**src/rtl/trend_signal_gen_if.sv**
```systemverilog
// trend_signal_gen_if: tagged price stream in, registered price plus trend signals out.
interface trend_signal_gen_if;
   logic        valid_in;
   logic [15:0] data_in;
   logic        valid_out;
   logic [15:0] data_out;
   logic        EMA_buy;
   logic        EMA_sell;
   logic        Momentum_buy;
   logic        Momentum_sell;
   modport master(
      output valid_in, data_in,
      input  valid_out, data_out, EMA_buy, EMA_sell, Momentum_buy, Momentum_sell
   );
   modport slave(
      input  valid_in, data_in,
      output valid_out, data_out, EMA_buy, EMA_sell, Momentum_buy, Momentum_sell
   );
endinterface

```
**src/rtl/trend_signal_gen.sv**
```systemverilog
// trend_signal_gen: per-stock EMA and momentum trend signals for 4 stocks, 1-cycle latency.
// Optional TREND_EMA_GATE_EN: momentum signals additionally require agreement with the EMA.
module trend_signal_gen #(
   parameter int DEPTH      = 8,
   parameter int EMA_SHIFT  = 3,
   parameter int EMA_MARGIN = 4,
   parameter int MOM_THRESH = 16
) (
   input logic               clk,
   input logic               rst,
   trend_signal_gen_if.slave bus
);
   localparam int AW = $clog2(DEPTH);
   localparam int FW = $clog2(DEPTH + 1);
   localparam logic signed [14:0] TH = 15'(MOM_THRESH);
   logic [17:0]          ema [4];
   logic [3:0]           ema_valid;
   logic [FW-1:0]        fill [4];
   logic [AW-1:0]        wptr [4];
   logic [13:0]          ring [4][DEPTH];
   logic [1:0]           s;
   logic [13:0]          p;
   logic [13:0]          ema_int;
   logic [13:0]          old;
   logic                 first;
   logic                 warm;
   logic                 ema_buy;
   logic                 ema_sell;
   logic                 mom_buy;
   logic                 mom_sell;
   logic                 gate_buy;
   logic                 gate_sell;
   logic signed [18:0]   delta;
   logic signed [18:0]   step;
   logic signed [14:0]   diff;
   logic [17:0]          ema_next;
   always_comb begin
      s        = bus.data_in[15:14];
      p        = bus.data_in[13:0];
      ema_int  = ema[s][17:4];
      first    = !ema_valid[s];
      old      = ring[s][wptr[s]];
      warm     = fill[s] == FW'(DEPTH);
      // floor shift keeps the EMA inside 0..262128 in both directions
      delta    = $signed({1'b0, p, 4'b0}) - $signed({1'b0, ema[s]});
      step     = delta >>> EMA_SHIFT;
      ema_next = first ? {p, 4'b0} : 18'($signed({1'b0, ema[s]}) + step);
      ema_buy  = !first && ({2'b0, p} > {2'b0, ema_int} + 16'(EMA_MARGIN));
      ema_sell = !first && ({2'b0, p} + 16'(EMA_MARGIN) < {2'b0, ema_int});
      diff     = $signed({1'b0, p}) - $signed({1'b0, old});
`ifdef TREND_EMA_GATE_EN
      gate_buy  = p >= ema_int;
      gate_sell = p <= ema_int;
`else
      gate_buy  = 1'b1;
      gate_sell = 1'b1;
`endif
      mom_buy  = warm && gate_buy && (diff > TH);
      mom_sell = warm && gate_sell && (diff < -TH);
   end
   always_ff @(posedge clk or posedge rst) begin
      if (rst) begin
         for (int i = 0; i < 4; i++) begin
            ema[i]  <= '0;
            fill[i] <= '0;
            wptr[i] <= '0;
         end
         ema_valid <= '0;
      end else if (bus.valid_in) begin
         ema[s]       <= ema_next;
         ema_valid[s] <= 1'b1;
         fill[s]      <= warm ? fill[s] : fill[s] + 1'b1;
         wptr[s]      <= wptr[s] + 1'b1;
      end
   end
   // history contents are only read once fill says they are valid, so no reset
   always_ff @(posedge clk) begin
      if (bus.valid_in) ring[s][wptr[s]] <= p;
   end
   always_ff @(posedge clk or posedge rst) begin
      if (rst) begin
         bus.valid_out     <= 1'b0;
         bus.data_out      <= '0;
         bus.EMA_buy       <= 1'b0;
         bus.EMA_sell      <= 1'b0;
         bus.Momentum_buy  <= 1'b0;
         bus.Momentum_sell <= 1'b0;
      end else begin
         bus.valid_out     <= bus.valid_in;
         bus.data_out      <= bus.valid_in ? bus.data_in : bus.data_out;
         bus.EMA_buy       <= bus.valid_in && ema_buy;
         bus.EMA_sell      <= bus.valid_in && ema_sell;
         bus.Momentum_buy  <= bus.valid_in && mom_buy;
         bus.Momentum_sell <= bus.valid_in && mom_sell;
      end
   end
endmodule

```
**src/flat_wrapper.sv**
```systemverilog
// flat-port wrapper written by rule: the top's interface ports become plain ports
module trend_signal_gen_flat 
#(
   parameter int DEPTH      = 8,
   parameter int EMA_SHIFT  = 3,
   parameter int EMA_MARGIN = 4,
   parameter int MOM_THRESH = 16
)
  (clk, rst, bus_valid_in, bus_data_in, bus_valid_out, bus_data_out, bus_EMA_buy, bus_EMA_sell, bus_Momentum_buy, bus_Momentum_sell);
  trend_signal_gen_if bus_i ();
  input logic clk;
  input logic rst;
  input wire logic [$bits(bus_i.valid_in)-1:0] bus_valid_in;
  input wire logic [$bits(bus_i.data_in)-1:0] bus_data_in;
  output wire logic [$bits(bus_i.valid_out)-1:0] bus_valid_out;
  output wire logic [$bits(bus_i.data_out)-1:0] bus_data_out;
  output wire logic [$bits(bus_i.EMA_buy)-1:0] bus_EMA_buy;
  output wire logic [$bits(bus_i.EMA_sell)-1:0] bus_EMA_sell;
  output wire logic [$bits(bus_i.Momentum_buy)-1:0] bus_Momentum_buy;
  output wire logic [$bits(bus_i.Momentum_sell)-1:0] bus_Momentum_sell;
  assign bus_i.valid_in = bus_valid_in;
  assign bus_i.data_in = bus_data_in;
  assign bus_valid_out = bus_i.valid_out;
  assign bus_data_out = bus_i.data_out;
  assign bus_EMA_buy = bus_i.EMA_buy;
  assign bus_EMA_sell = bus_i.EMA_sell;
  assign bus_Momentum_buy = bus_i.Momentum_buy;
  assign bus_Momentum_sell = bus_i.Momentum_sell;
  trend_signal_gen #(.DEPTH(DEPTH), .EMA_SHIFT(EMA_SHIFT), .EMA_MARGIN(EMA_MARGIN), .MOM_THRESH(MOM_THRESH)) u_core (.clk(clk), .rst(rst), .bus(bus_i));
endmodule
```
**config.mk**
```make
export PLATFORM = sky130hd
export DESIGN_NAME = trend_signal_gen_flat
export DESIGN_NICKNAME = d
export VERILOG_FILES = /design/src/rtl/trend_signal_gen_if.sv /design/src/rtl/trend_signal_gen.sv /design/src/flat_wrapper.sv
export SDC_FILE = /design/constraint.sdc
export NUM_CORES = 1
export LEC_CHECK = 0
export BUFFER_PORTS_ARGS = -buffer_cell sky130_fd_sc_hd__buf_2
export CORE_MARGIN = 1.5
export CORE_UTILIZATION = 40
export CTS_CLUSTER_SIZE = 10
export DETAILED_ROUTE_END_ITERATION = 8
export PLACE_DENSITY = 0.59
export SLEW_MARGIN = 20
export SYNTH_ARGS = -nofsm -noshare
export SYNTH_HDL_FRONTEND = slang
export SYNTH_SLANG_ARGS = --single-unit
```
**constraint.sdc**
```tcl
create_clock -name clk -period 6.9 [get_ports clk]
set_clock_uncertainty 0.05 [all_clocks]
set_input_delay 1.38 -clock clk [delete_from_list [all_inputs] [get_ports clk]]
set_output_delay 1.38 -clock clk [all_outputs]
set_load 0.05 [all_outputs]
```
==> results of run 1 <==
==> final cells by class <==
class / instances / area [µm²] / share of cell area
Clock buffer: 94 / 1820 / 0.0630
Clock inverter: 3 / 28.8 / 0.000997
Timing Repair Buffer: 102 / 713 / 0.0247
Tap cell: 846 / 1060 / 0.0367
Inverter: 35 / 134 / 0.00464
Sequential cell: 573 / 16600 / 0.574
Multi-Input combinational cell: 923 / 8540 / 0.296
==> Yosys cell counts (all sizes together) (23+ instances only) <==
library cell	number
nand2	137
a21oi	56
o21ai	93
edfxtp	448
xnor2	46
a211oi	42
nor3	24
nor2	59
dfrtp	125
ha	75
nor2b	33
mux2i	37
mux2	23
mux4	137
clkbuf	62
inv	35
==> metrics by stage <==
stage	setup slack (ps)	instances	instance area, µm²	power [µW]
global route	478	2576	28900	12100
floorplan	199	1612	25500	7270
detailed placement	316	2479	27000	8340
CTS	908	2576	28900	11500
finish	862	2576	28900	11400
global placement	495	2479	27000	8230
==> power by group through the flow <==
stage | Clock [µW] | Combinational [µW] | Sequential, µW
floorplan | 0 | 2940 | 4330
global placement | 0 | 3930 | 4310
detailed placement | 0 | 4010 | 4330
CTS | 3160 | 4030 | 4260
global route | 3290 | 4510 | 4300
finish | 3090 | 4040 | 4260
==> cell families after synthesis <==
logic type      after synthesis  synth area share
xor+xnor                     61            0.0215
simple gates                323            0.0592
mux                         197             0.147
fa+ha+maj                    77            0.0383
compound gates              265            0.0640
buf+inv                     116            0.0205
flops                       573             0.649
==> state kept, by name, indices dropped and copies added, names as in the netlist <==
name / cells
u_core.bus.Momentum_sell: 1
u_core.bus.valid_out: 1
u_core.bus.EMA_buy: 1
u_core.wptr: 12
u_core.ring: 448
u_core.bus.data_out: 16
u_core.ema_valid: 4
u_core.bus.EMA_sell: 1
u_core.bus.Momentum_buy: 1
u_core.fill: 16
u_core.ema: 72
==> layer usage <==
| layer | global-route usage | vias up | routed length, µm |
|---|---|---|---|
| met5 | 0 | - | 8 |
| met4 | 0.0575 | 2 | 1590 |
| met3 | 0.0311 | 95 | 3500 |
| met2 | 0.299 | 398 | 28800 |
| met1 | 0.277 | 7413 | 27600 |
| li1 | - | 6428 | - |
==> worst min-delay path by stage <==
stage / end / cells after the start / startpoint
2_1_floorplan: u_core.ema_valid[2] / 1 / u_core.ema_valid[2]
3_3_place_gp: u_core.ema_valid[0] / 1 / u_core.ema_valid[0]
3_5_place_dp: u_core.ema_valid[1] / 1 / u_core.ema_valid[1]
4_1_cts: u_core.ema_valid[1] / 1 / u_core.ema_valid[1]
5_1_grt: u_core.ema_valid[1] / 1 / u_core.ema_valid[1]
6_report: u_core.ema_valid[1] / 1 / u_core.ema_valid[1]
==> reports/qor.txt, run 1 <==
Number of cell rows: 92
Global-route congestion overflow total: 0
Total clock sinks: 573
Routed WL per cell: 23.9 µm
Final core utilization: 0.458
Largest stage delay on the critical path: 610 ps
Fraction of registers with async set/reset: 0.218
Worst vdd rail ir drop: 0.000267 V
Largest net degree at the start of global routing: 78
Clock Tree Buf Depth: 3
Timing startpoint of the critical path: bus_data_in[14]
Via density: 5.57
Area added between synthesis and finish: 13.1%
H-tree levels: 3
Yosys synthesis warning count: 0
Core area: 0.0631 mm²
All-layer global routing usage: 0.192
Diode insertion count for antenna repair: 0
Critical-path top delay cell: sky130_fd_sc_hd__mux4_2
Critical Path Fanout Max: 21
Final Hold Viols: 0
Number of global-route vias before repair: 14.7k
Leakage: 0.0103 µW
Setup repair after global routing missed its margin: no
Required time at the endpoint of the critical path: 7320 ps
Setup TNS after final layout: 0 ps
Proportion of synthesized chip area in sequential cells: 0.649
Number of nets produced by synthesis: 1708
DR pass1 iterations: 7
Cell count of the worst reg-to-reg path: 19
Clk root buf: sky130_fd_sc_hd__clkbuf_16
Die extent in x: 256 µm
Antenna violations before repair: 6
Reg2Reg Setup Slack: 1610 ps
Cell class contributing the biggest share of worst-path delay: compound AO/OA/AOI/OAI gates
Hold slack final: 407 ps
Routability-driven placement congestion ratio: 0.841
Gate count of the mapped netlist: 1612
Final Slew Violations: 0
Crit end category: flip-flop
Final period utilization: 0.875
CP Depth: 20
Layout fillers: 5602
Fraction of synthesized cell area taken by the top area cell type: 0.527
Number of buffers and inverters on the critical path: 3
Type of the setup path with the least slack: in -> reg
# nets final: 1798
Number of instances resized during post-cts repair: 0
Starting utilization of the core area: 0.405
Minimum clock period after layout: 6040 ps
Arrival time at the worst endpoint: 6460 ps
Estimated wirelength of the detail-placed design: 38600 µm
Cell taking the most area after synthesis: sky130_fd_sc_hd__edfxtp_1
Summed instance area of the synthesized netlist: 0.0255 mm²
Post-CTS Setup Bufs: 0
Worst R2R Start: u_core.ema[6]
Flops & latches, synth: 573
Hold buffer count at CTS: 0
Number of different library cells in the post-synthesis netlist: 64
Number of ports placed on the die boundary: 40
Average instance area after synthesis: 15.8 µm²
Critical path capture point: u_core.ema[53]
Number of buffers inserted during clock tree synthesis: 67
Die height: 256 µm
Wire length of the first global-routing pass: 93700 µm
Max-slew headroom: 0.268
TritonCTS clock tree: built
Clock transition time at the flip-flop clock pins of the worst setup and hold paths: 50 ps
Clk network pwr share: 0.271
Power density over cell area: 394 mW/mm²
Pin slew with the least headroom to its limit: 1090 ps
Reported net switching power: 3840 µW
DRC: 0
Cell internal pwr: 7550 µW
CP Launch Type: primary input
Most used cells in the layout excluding fill and tap cells: 448 x sky130_fd_sc_hd__edfxtp_1, 137 x sky130_fd_sc_hd__nand2_1, 129 x sky130_fd_sc_hd__mux4_2
Area of the die: 0.0654 mm²
EDFF count, synth: 448
Max-cap violation count: 0
Antenna violation net count after detailed routing: 0
Primary flip-flop cell chosen by synthesis mapping: sky130_fd_sc_hd__edfxtp_1
Result of the run: completed
Gate power share: 0.354
Sequential group share of total power: 0.374
Fraction of power spent switching nets: 0.337
Clk_lat worst skew: 580 ps
Setup violation total in the final timing report: 0
Path class of the lowest-slack min-delay path: reg -> reg
Post-detailed-routing wire length: 61500 µm
CP Cell Sequence: buf_8 -> mux4_2 -> inv_1 -> ha_1 -> nand3b_1 -> o211ai_1 -> o32a_1 -> nand3_1 -> a21boi_0 -> nor2_1 -> ha_1 -> a21oi_1 -> o21ai_0 -> o41ai_1 -> buf_4 -> o21ai_0 -> a31oi_1 -> xnor3_1 -> mux2_4 -> mux2_4
Ratio of cells with drive above 1 in the final layout: 0.209
Cell types with the largest area share after synthesis: sky130_fd_sc_hd__edfxtp_1 53%, sky130_fd_sc_hd__dfrtp_1 12%, sky130_fd_sc_hd__mux4_2 11%, sky130_fd_sc_hd__ha_1 3.7%, sky130_fd_sc_hd__nand2_1 2.0%
Endpoint of the most critical register-to-register path: u_core.ema[53]
Total of buffers placed on input and output ports: 39
Max Freq: 166 MHz
DR iter-0 viols: 1036
Via count of the routed design: 14.3k
Leading cell type in the layout, fill and taps excluded: sky130_fd_sc_hd__edfxtp_1
(Power assumes the default switching activity.)
==> run 2: changes to the inputs <==
--- a/config.mk
+++ b/config.mk
@@ -5,12 +5,15 @@
 export SDC_FILE = /design/constraint.sdc
 export NUM_CORES = 1
 export LEC_CHECK = 0
+export ABC_AREA = 1
 export BUFFER_PORTS_ARGS = -buffer_cell sky130_fd_sc_hd__buf_2
 export CORE_MARGIN = 1.5
 export CORE_UTILIZATION = 40
 export CTS_CLUSTER_SIZE = 10
 export DETAILED_ROUTE_END_ITERATION = 8
+export MAX_ROUTING_LAYER = met4
 export PLACE_DENSITY = 0.59
+export REMOVE_ABC_BUFFERS = 1
 export SLEW_MARGIN = 20
 export SYNTH_ARGS = -nofsm -noshare
 export SYNTH_HDL_FRONTEND = slang
==> reports/qor.txt, run 2 <==
Worst vdd rail ir drop: 0.000284 V (+6.4%)
Minimum clock period after layout: 5690 ps (-344 ps)
Hold buffer count at CTS: 0 (unchanged)
Core area: 0.0633 mm² (+0.36%)
Average instance area after synthesis: 11.0 µm² (-31%)
DR pass1 iterations: 6 (-1)
Final Hold Viols: 0 (unchanged)
Flops & latches, synth: 573 (unchanged)
Ratio of cells with drive above 1 in the final layout: 0.0970 (-0.112)
Number of ports placed on the die boundary: 40 (unchanged)
Clock Tree Buf Depth: 3 (unchanged)
Via density: 5.60 (+0.59%)
Final core utilization: 0.460 (+0.00239)
Setup repair after global routing missed its margin: no
Leakage: 0.0111 µW (+7.9%)
Total clock sinks: 573 (unchanged)
Layout fillers: 5830 (+4.1%)
Gate count of the mapped netlist: 2345 (+45%)
Number of instances resized during post-cts repair: 0 (unchanged)
Leading cell type in the layout, fill and taps excluded: sky130_fd_sc_hd__nand2_1
CP Launch Type: primary input
Number of buffers inserted during clock tree synthesis: 69 (+3.0%)
Hold slack final: 415 ps (+7.82 ps)
Estimated wirelength of the detail-placed design: 49200 µm (+27%)
Crit end category: flip-flop
EDFF count, synth: 448 (unchanged)
Pin slew with the least headroom to its limit: 1110 ps (+17.3 ps)
DR iter-0 viols: 1822 (+76%)
Arrival time at the worst endpoint: 6170 ps (-290 ps)
Clock transition time at the flip-flop clock pins of the worst setup and hold paths: 50 ps (about the same)
Clk network pwr share: 0.293 (+0.022)
Yosys synthesis warning count: 0 (unchanged)
Type of the setup path with the least slack: in -> reg
Clk_lat worst skew: 610 ps (+30 ps)
Required time at the endpoint of the critical path: 7370 ps (+50 ps)
Reg area: 0.0166 mm² (unchanged)
All-layer global routing usage: 0.238 (+0.0460)
Number of different library cells in the post-synthesis netlist: 46 (-28%)
Setup violation total in the final timing report: 0 (unchanged)
Routed WL per cell: 23.0 µm (-3.5%)
Post-layout worst setup margin: 1210 ps (+344 ps)
Area of the die: 0.0659 mm² (+0.86%)
Number of global-route vias before repair: 18.1k (+23%)
Antenna violation net count after detailed routing: 0 (unchanged)
Clk root buf: sky130_fd_sc_hd__clkbuf_16
Die height: 257 µm (+0.43%)
Timing startpoint of the critical path: bus_data_in[15]
Gate power share: 0.330 (-0.024)
Starting utilization of the core area: 0.407 (+0.00205)
Via count of the routed design: 18.5k (+29%)
Summed instance area of the synthesized netlist: 0.0258 mm² (+0.87%)
Cell taking the most area after synthesis: sky130_fd_sc_hd__edfxtp_1
Cell internal pwr: 7110 µW (-5.7%)
Max-slew headroom: 0.259 (-0.00918)
Power density over cell area: 383 mW/mm² (-2.9%)
H-tree levels: 3 (unchanged)
Post-CTS Setup Bufs: 0 (unchanged)
Flip-flop count of the largest register after layout: 448 (unchanged)
Most common library cells after synthesis: 558 x sky130_fd_sc_hd__nand2_1, 448 x sky130_fd_sc_hd__edfxtp_1, 159 x sky130_fd_sc_hd__nand3_1
Total of buffers placed on input and output ports: 39 (unchanged)
Leading cell type by number of instances after synthesis: sky130_fd_sc_hd__nand2_1
Most used cells in the layout excluding fill and tap cells: 558 x sky130_fd_sc_hd__nand2_1, 448 x sky130_fd_sc_hd__edfxtp_1, 159 x sky130_fd_sc_hd__nand3_1
Setup TNS after final layout: 0 ps (unchanged)
Post-detailed-routing wire length: 76100 µm (+24%)
Number of cell rows: 92 (unchanged)
TritonCTS clock tree: built
Reported net switching power: 4040 µW (+5.3%)
Critical Path Fanout Max: 13 (-38%)
Area added between synthesis and finish: 13.1% (about the same)
Result of the run: completed
Total area of multi-input combinational cells: 0.00819 mm² (-4.1%)
Die extent in x: 257 µm (+0.43%)
Design Power: 11200 µW (-2.0%)
Cell types with the largest area share after synthesis: sky130_fd_sc_hd__edfxtp_1 52%, sky130_fd_sc_hd__dfrtp_1 12%, sky130_fd_sc_hd__nand2_1 8.1%, sky130_fd_sc_hd__a22oi_1 3.7%, sky130_fd_sc_hd__ha_1 3.6%
# nets final: 2526 (+40%)
Final Slew Violations: 0 (unchanged)
Fraction of synthesized cell area taken by the top area cell type: 0.522 (-0.00456)
DRC: 0 (unchanged)
Fraction of power spent switching nets: 0.363 (+0.0251)
Proportion of synthesized chip area in sequential cells: 0.644 (-0.00561)
Path class of the lowest-slack min-delay path: reg -> reg
Max-cap violation count: 0 (unchanged)
Startpoint of the most critical hold path: u_core.ema_valid[2]
Largest net degree at the start of global routing: 82 (+5.1%)
Antenna violations before repair: 3 (-3)
Primary flip-flop cell chosen by synthesis mapping: sky130_fd_sc_hd__edfxtp_1
Max Freq: 176 MHz (+6.0%)
Wire length of the first global-routing pass: 114000 µm (+22%)
Final period utilization: 0.825 (-0.0499)
Post-placement setup slack: 630 ps (+314 ps)
Sequential group share of total power: 0.377 (+0.003)
Worst R2R Start: u_core.ema[4]
Global-route congestion overflow total: 0 (unchanged)
Routability-driven placement congestion ratio: 0.913 (+8.5%)
Fraction of registers with async set/reset: 0.218 (unchanged)
run 2: cell count changes after synthesis, sizes merged, moves of 41 or more:
cell | before | now
inv | 35 | 152
a22oi | 0 | 126
nand2 | 137 | 560
nand3 | 17 | 159
a211oi | 42 | 1
nor2 | 59 | 150
o21ai | 93 | 140
nand4 | 5 | 127
mux4 | 137 | 0
run 2: layout make-up:
class	instances	area share
Clock inverter	12	0.00511
Sequential cell	573	0.569
Multi-Input combinational cell	1521	0.281
Timing Repair Buffer	112	0.0259
Tap cell	846	0.0363
Clock buffer	83	0.0621
Inverter	153	0.0200
Antenna cell	2	0.000172
run 2: stage by stage:
| stage | area (µm²) | instances |
|---|---|---|
| floorplan | 25300 | 2247 |
| global placement | 27200 | 3205 |
| global route | 29100 | 3302 |
| detailed placement | 27200 | 3205 |
| finish | 29100 | 3302 |
| CTS | 29100 | 3300 |
run 2: cell families (layout without fill, tap and decap cells):
family,after synthesis,after routing,share of synthesized area
AOI/OAI and AO/OA,367,367,0.0879
buffers and inverters,251,360,0.0388
and+or+nand+nor,1029,1029,0.175
other,0,2,0
adders and majority gates,77,77,0.0380
xor gates and xnor gates,48,48,0.0163
DFF,573,573,0.644
run 2: final timing paths:
check / to / slack [ps] / depth (start not counted)
max in group asynchronous: u_core.bus.data_out[13] / 4650 / 3
setup reg to reg: u_core.ema[27] / 2460 / 20
min in group asynchronous: u_core.ema[36] / 790 / 2
hold reg to reg: u_core.ema_valid[2] / 410 / 1
setup / recovery: u_core.ema[51] / 1210 / 23
hold / removal: u_core.ema_valid[2] / 410 / 1
run 2: worst max-delay path, stage by stage:
cell and delay [ps]:
sky130_fd_sc_hd__buf_2 290, sky130_fd_sc_hd__inv_2 140, sky130_fd_sc_hd__nor2_4 350, sky130_fd_sc_hd__inv_2 290, sky130_fd_sc_hd__o21ai_2 400, sky130_fd_sc_hd__inv_1 140, sky130_fd_sc_hd__ha_1 450, sky130_fd_sc_hd__nand2_1 120
sky130_fd_sc_hd__nor2_1 230, sky130_fd_sc_hd__inv_1 90, sky130_fd_sc_hd__nor2_1 110, sky130_fd_sc_hd__nor2_1 40, sky130_fd_sc_hd__nand2_1 100, sky130_fd_sc_hd__xor2_1 190, sky130_fd_sc_hd__ha_1 310, sky130_fd_sc_hd__a21oi_1 280
sky130_fd_sc_hd__a21boi_0 230, sky130_fd_sc_hd__nand3_1 190, sky130_fd_sc_hd__a21o_1 220, sky130_fd_sc_hd__or2_2 270, sky130_fd_sc_hd__nand3_1 140, sky130_fd_sc_hd__nand3_1 80, sky130_fd_sc_hd__o21ai_0 90
run 2: metal layers:
metal,global-route usage,vias up,routed length [µm]
li1,-,8507,-
met1,0.329,9119,33800
met4,0.0822,0,2270
met2,0.351,733,34400
met3,0.0441,126,5690
met5,-,-,0
run 2: power by group through the flow:
stage                     Combinational [µW]  Clock [µW]  Sequential, µW
final                                   3680        3270            4210
after global routing                    4110        3440            4240
after CTS                               3660        3320            4200
after detailed placement                3640           0            4270
after global placement                  3660           0            4260
after floorplan                         2430           0            4270
==> run 3: changes to the inputs <==
--- a/config.mk
+++ b/config.mk
@@ -12,7 +12,7 @@
 export CTS_CLUSTER_SIZE = 10
 export DETAILED_ROUTE_END_ITERATION = 8
 export MAX_ROUTING_LAYER = met4
-export PLACE_DENSITY = 0.59
+export PLACE_DENSITY = 0.61
 export REMOVE_ABC_BUFFERS = 1
 export SLEW_MARGIN = 20
 export SYNTH_ARGS = -nofsm -noshare
==> constraint.sdc (replaced) <==
create_clock -name clk -period 5.1 [get_ports clk]
set_clock_uncertainty 0.05 [all_clocks]
set_input_delay 1.02 -clock clk [delete_from_list [all_inputs] [get_ports clk]]
set_output_delay 1.02 -clock clk [all_outputs]
set_load 0.05 [all_outputs]
==> reports/qor.txt, run 3 (synthesized netlist as in run 2, its figures left out) <==
Die extent in x: 257 µm (unchanged)
Flip-flop count of the largest register after layout: 448 (unchanged)
Via density: 5.53 (-1.2%)
Die height: 257 µm (unchanged)
Setup repair after global routing missed its margin: no
Total of buffers placed on input and output ports: 39 (unchanged)
Cell internal pwr: 10200 µW (+43%)
Setup violation total in the final timing report: 0 (unchanged)
Largest stage delay on the critical path: 430 ps (-20 ps)
Top routing layer used: met4
All-layer global routing usage: 0.238 (about the same)
Most repeated library cell on the critical path: sky130_fd_sc_hd__nand3_1
Number of buffers and inverters on the critical path: 4 (-1)
Core area: 0.0633 mm² (unchanged)
Arrival time at the worst endpoint: 5170 ps (-1000 ps)
Number of global-route vias before repair: 18.5k (+1.9%)
Post-CTS Setup Bufs: 0 (unchanged)
Placed Cells: 3284 (+2.5%)
Pin slew with the least headroom to its limit: 1090 ps (-17.9 ps)
Critical Path Fanout Max: 11 (-2)
Number of buffers inserted during clock tree synthesis: 69 (unchanged)
Ratio of cells with drive above 1 in the final layout: 0.124 (+0.0273)
Critical-path top delay cell: sky130_fd_sc_hd__o211ai_1
CP Launch Type: primary input
Worst vdd rail ir drop: 0.000505 V (+78%)
Leakage: 0.0115 µW (+3.6%)
Hold Path Sink: u_core.ema_valid[2]
Max-slew headroom: 0.270 (+0.0111)
Max-cap violation count: 0 (unchanged)
Clock Tree Buf Depth: 3 (unchanged)
H-tree levels: 3 (unchanged)
Most used cells in the layout excluding fill and tap cells: 558 x sky130_fd_sc_hd__nand2_1, 448 x sky130_fd_sc_hd__edfxtp_1, 159 x sky130_fd_sc_hd__nand3_1
Clk root buf: sky130_fd_sc_hd__clkbuf_16
Total clock sinks: 573 (unchanged)
Estimated wirelength of the detail-placed design: 49800 µm (+1.3%)
Routability-driven placement congestion ratio: 0.954 (+4.5%)
Power density over cell area: 528 mW/mm² (+38%)
Crit end category: flip-flop
Global-route congestion overflow total: 0 (unchanged)
Type of the setup path with the least slack: in -> reg
Sequential group share of total power: 0.361 (-0.016)
TritonCTS clock tree: built
Area of the die: 0.0659 mm² (unchanged)
Number of instances resized during post-cts repair: 0 (unchanged)
Gate power share: 0.356 (+0.026)
Max Freq: 211 MHz
Antenna violation net count after detailed routing: 0 (unchanged)
Cell count of the worst reg-to-reg path: 17 (-15%)
Clk network pwr share: 0.283 (-0.010)
DR pass1 iterations: 8 (+2)
Final Slew Violations: 0 (unchanged)
Depth of the worst hold-timing path: 1 (unchanged)
Number of ports placed on the die boundary: 40 (unchanged)
Reg2Reg Setup Slack: 960 ps (-1500 ps)
DR iter-0 viols: 1841 (+1.0%)
Area added between synthesis and finish: 15.7%
# nets final: 2605 (+3.1%)
Number of cell rows: 92 (unchanged)
Leading cell type in the layout, fill and taps excluded: sky130_fd_sc_hd__nand2_1
Antenna violations before repair: 5 (+2)
Cell class contributing the biggest share of worst-path delay: simple AND/OR/NAND/NOR gates
Wire length of the first global-routing pass: 114000 µm (-0.39%)
Starting utilization of the core area: 0.407 (unchanged)
Post-detailed-routing wire length: 76100 µm (about the same)
Required time at the endpoint of the critical path: 5520 ps (-1850 ps)
Clock transition time at the flip-flop clock pins of the worst setup and hold paths: 60 ps (about the same)
Endpoint of the most critical register-to-register path: u_core.ema[28]
Clk_lat worst skew: 600 ps (about the same)
Reported net switching power: 5570 µW (+38%)
Setup TNS after final layout: 0 ps (unchanged)
Final period utilization: 0.931
Routed WL per cell: 22.5 µm (-2.3%)
DRC: 0 (unchanged)
Non-filler instance count after layout: 3383 (+2.5%)
Result of the run: completed
Path class of the lowest-slack min-delay path: reg -> reg
Routed met1 length: 33800 µm (+0.16%)
Met3 routed wirelength: 5420 µm (-4.7%)
Routed length on met2: 34200 µm (-0.36%)
Largest net degree at the start of global routing: 99 (+21%)
Fraction of power spent switching nets: 0.353 (-0.00911)
Via count of the routed design: 18.7k (+1.3%)
Final Hold Viols: 0 (unchanged)
Hold buffer count at CTS: 0 (unchanged)
Startpoint of the most critical hold path: u_core.ema_valid[2]
CP Cell Sequence: buf_2 -> nor2_4 -> inv_2 -> o22ai_1 -> nor2_1 -> o21ai_2 -> inv_1 -> ha_1 -> nand2_1 -> o21ai_0 -> nor2_1 -> xnor2_1 -> ha_1 -> nand2_1 -> o211ai_1 -> nand3_1 -> nand3_1 -> nand3_1 -> buf_4 -> nand3_1 -> o21ai_0
Minimum clock period after layout: 4750 ps
Worst R2R Start: u_core.ema[45]
[run 3: changes by cell type in the layout (fill, tap and decap cells not counted), moves of 2 or more]
cell,delta
sky130_fd_sc_hd__buf_4,+73
sky130_fd_sc_hd__buf_12,+6
sky130_fd_sc_hd__clkbuf_1,+4
sky130_fd_sc_hd__bufinv_16,+2
[run 3: worst max path at each step]
stage	start	to	slack, ps	depth (start not counted)
global route	bus_data_in[14]	u_core.ema[64]	20	21
floorplan	bus_data_in[14]	u_core.ema[51]	-1320	22
CTS	bus_data_in[14]	u_core.ema[28]	430	21
finish	bus_data_in[14]	u_core.ema[28]	350	21
detailed placement	bus_data_in[14]	u_core.ema[28]	-210	21
global placement	bus_data_in[14]	u_core.ema[46]	-180	21
[run 3: routing by layer]
| metal | global-route usage | vias up |
|---|---|---|
| li1 | - | 8670 |
| met1 | 0.322 | 9212 |
| met2 | 0.355 | 705 |
| met3 | 0.0440 | 132 |
| met4 | 0.0902 | 0 |
| met5 | - | - |
[run 3: through the flow]
step                area [µm²]  setup WS [ps]   util  hold WS [ps]  total power, µW
detailed placement       27800           -210  0.440           408            11300
global route             29800           19.9  0.471           434            16600
finish                   29800            352  0.471           416            15700
floorplan                25300          -1320      -           390             9070
CTS                      29800            430  0.471           421            15800
global placement         27800           -181  0.440           403            11300
[run 3: worst register-to-register path, cell delays in order (launching register included)]
cell and delay [ps]:
sky130_fd_sc_hd__dfrtp_1 400, sky130_fd_sc_hd__nand2_1 80, sky130_fd_sc_hd__o21ai_0 100, sky130_fd_sc_hd__nor3_2 370, sky130_fd_sc_hd__ha_1 360, sky130_fd_sc_hd__a21oi_1 220, sky130_fd_sc_hd__o21ai_0 220, sky130_fd_sc_hd__nor2_1 280
sky130_fd_sc_hd__xnor2_1 160, sky130_fd_sc_hd__ha_1 380, sky130_fd_sc_hd__nand2_1 120, sky130_fd_sc_hd__o211ai_1 430, sky130_fd_sc_hd__nand3_1 190, sky130_fd_sc_hd__nand3_1 110, sky130_fd_sc_hd__nand3_1 190, sky130_fd_sc_hd__buf_4 220
sky130_fd_sc_hd__nand3_1 60, sky130_fd_sc_hd__o21ai_0 100
[run 3: final cells by class]
type | instances | area, µm²
antenna | 3 | 7.51
multi-input combinational | 1521 | 8190
tap | 846 | 1060
sequential | 573 | 16600
clock buffer | 86 | 1810
inverter | 153 | 582
timing repair buffer | 191 | 1420
fill | 5764 | 33500
clock inverter | 10 | 158
[run 3: power by group through the flow]
stage               combinational, µW  sequential [µW]  clock, µW
floorplan                        3290             5780          0
global placement                 5500             5760          0
detailed placement               5540             5770          0
CTS                              5580             5680       4530
global route                     6200             5730       4700
finish                           5600             5690       4460
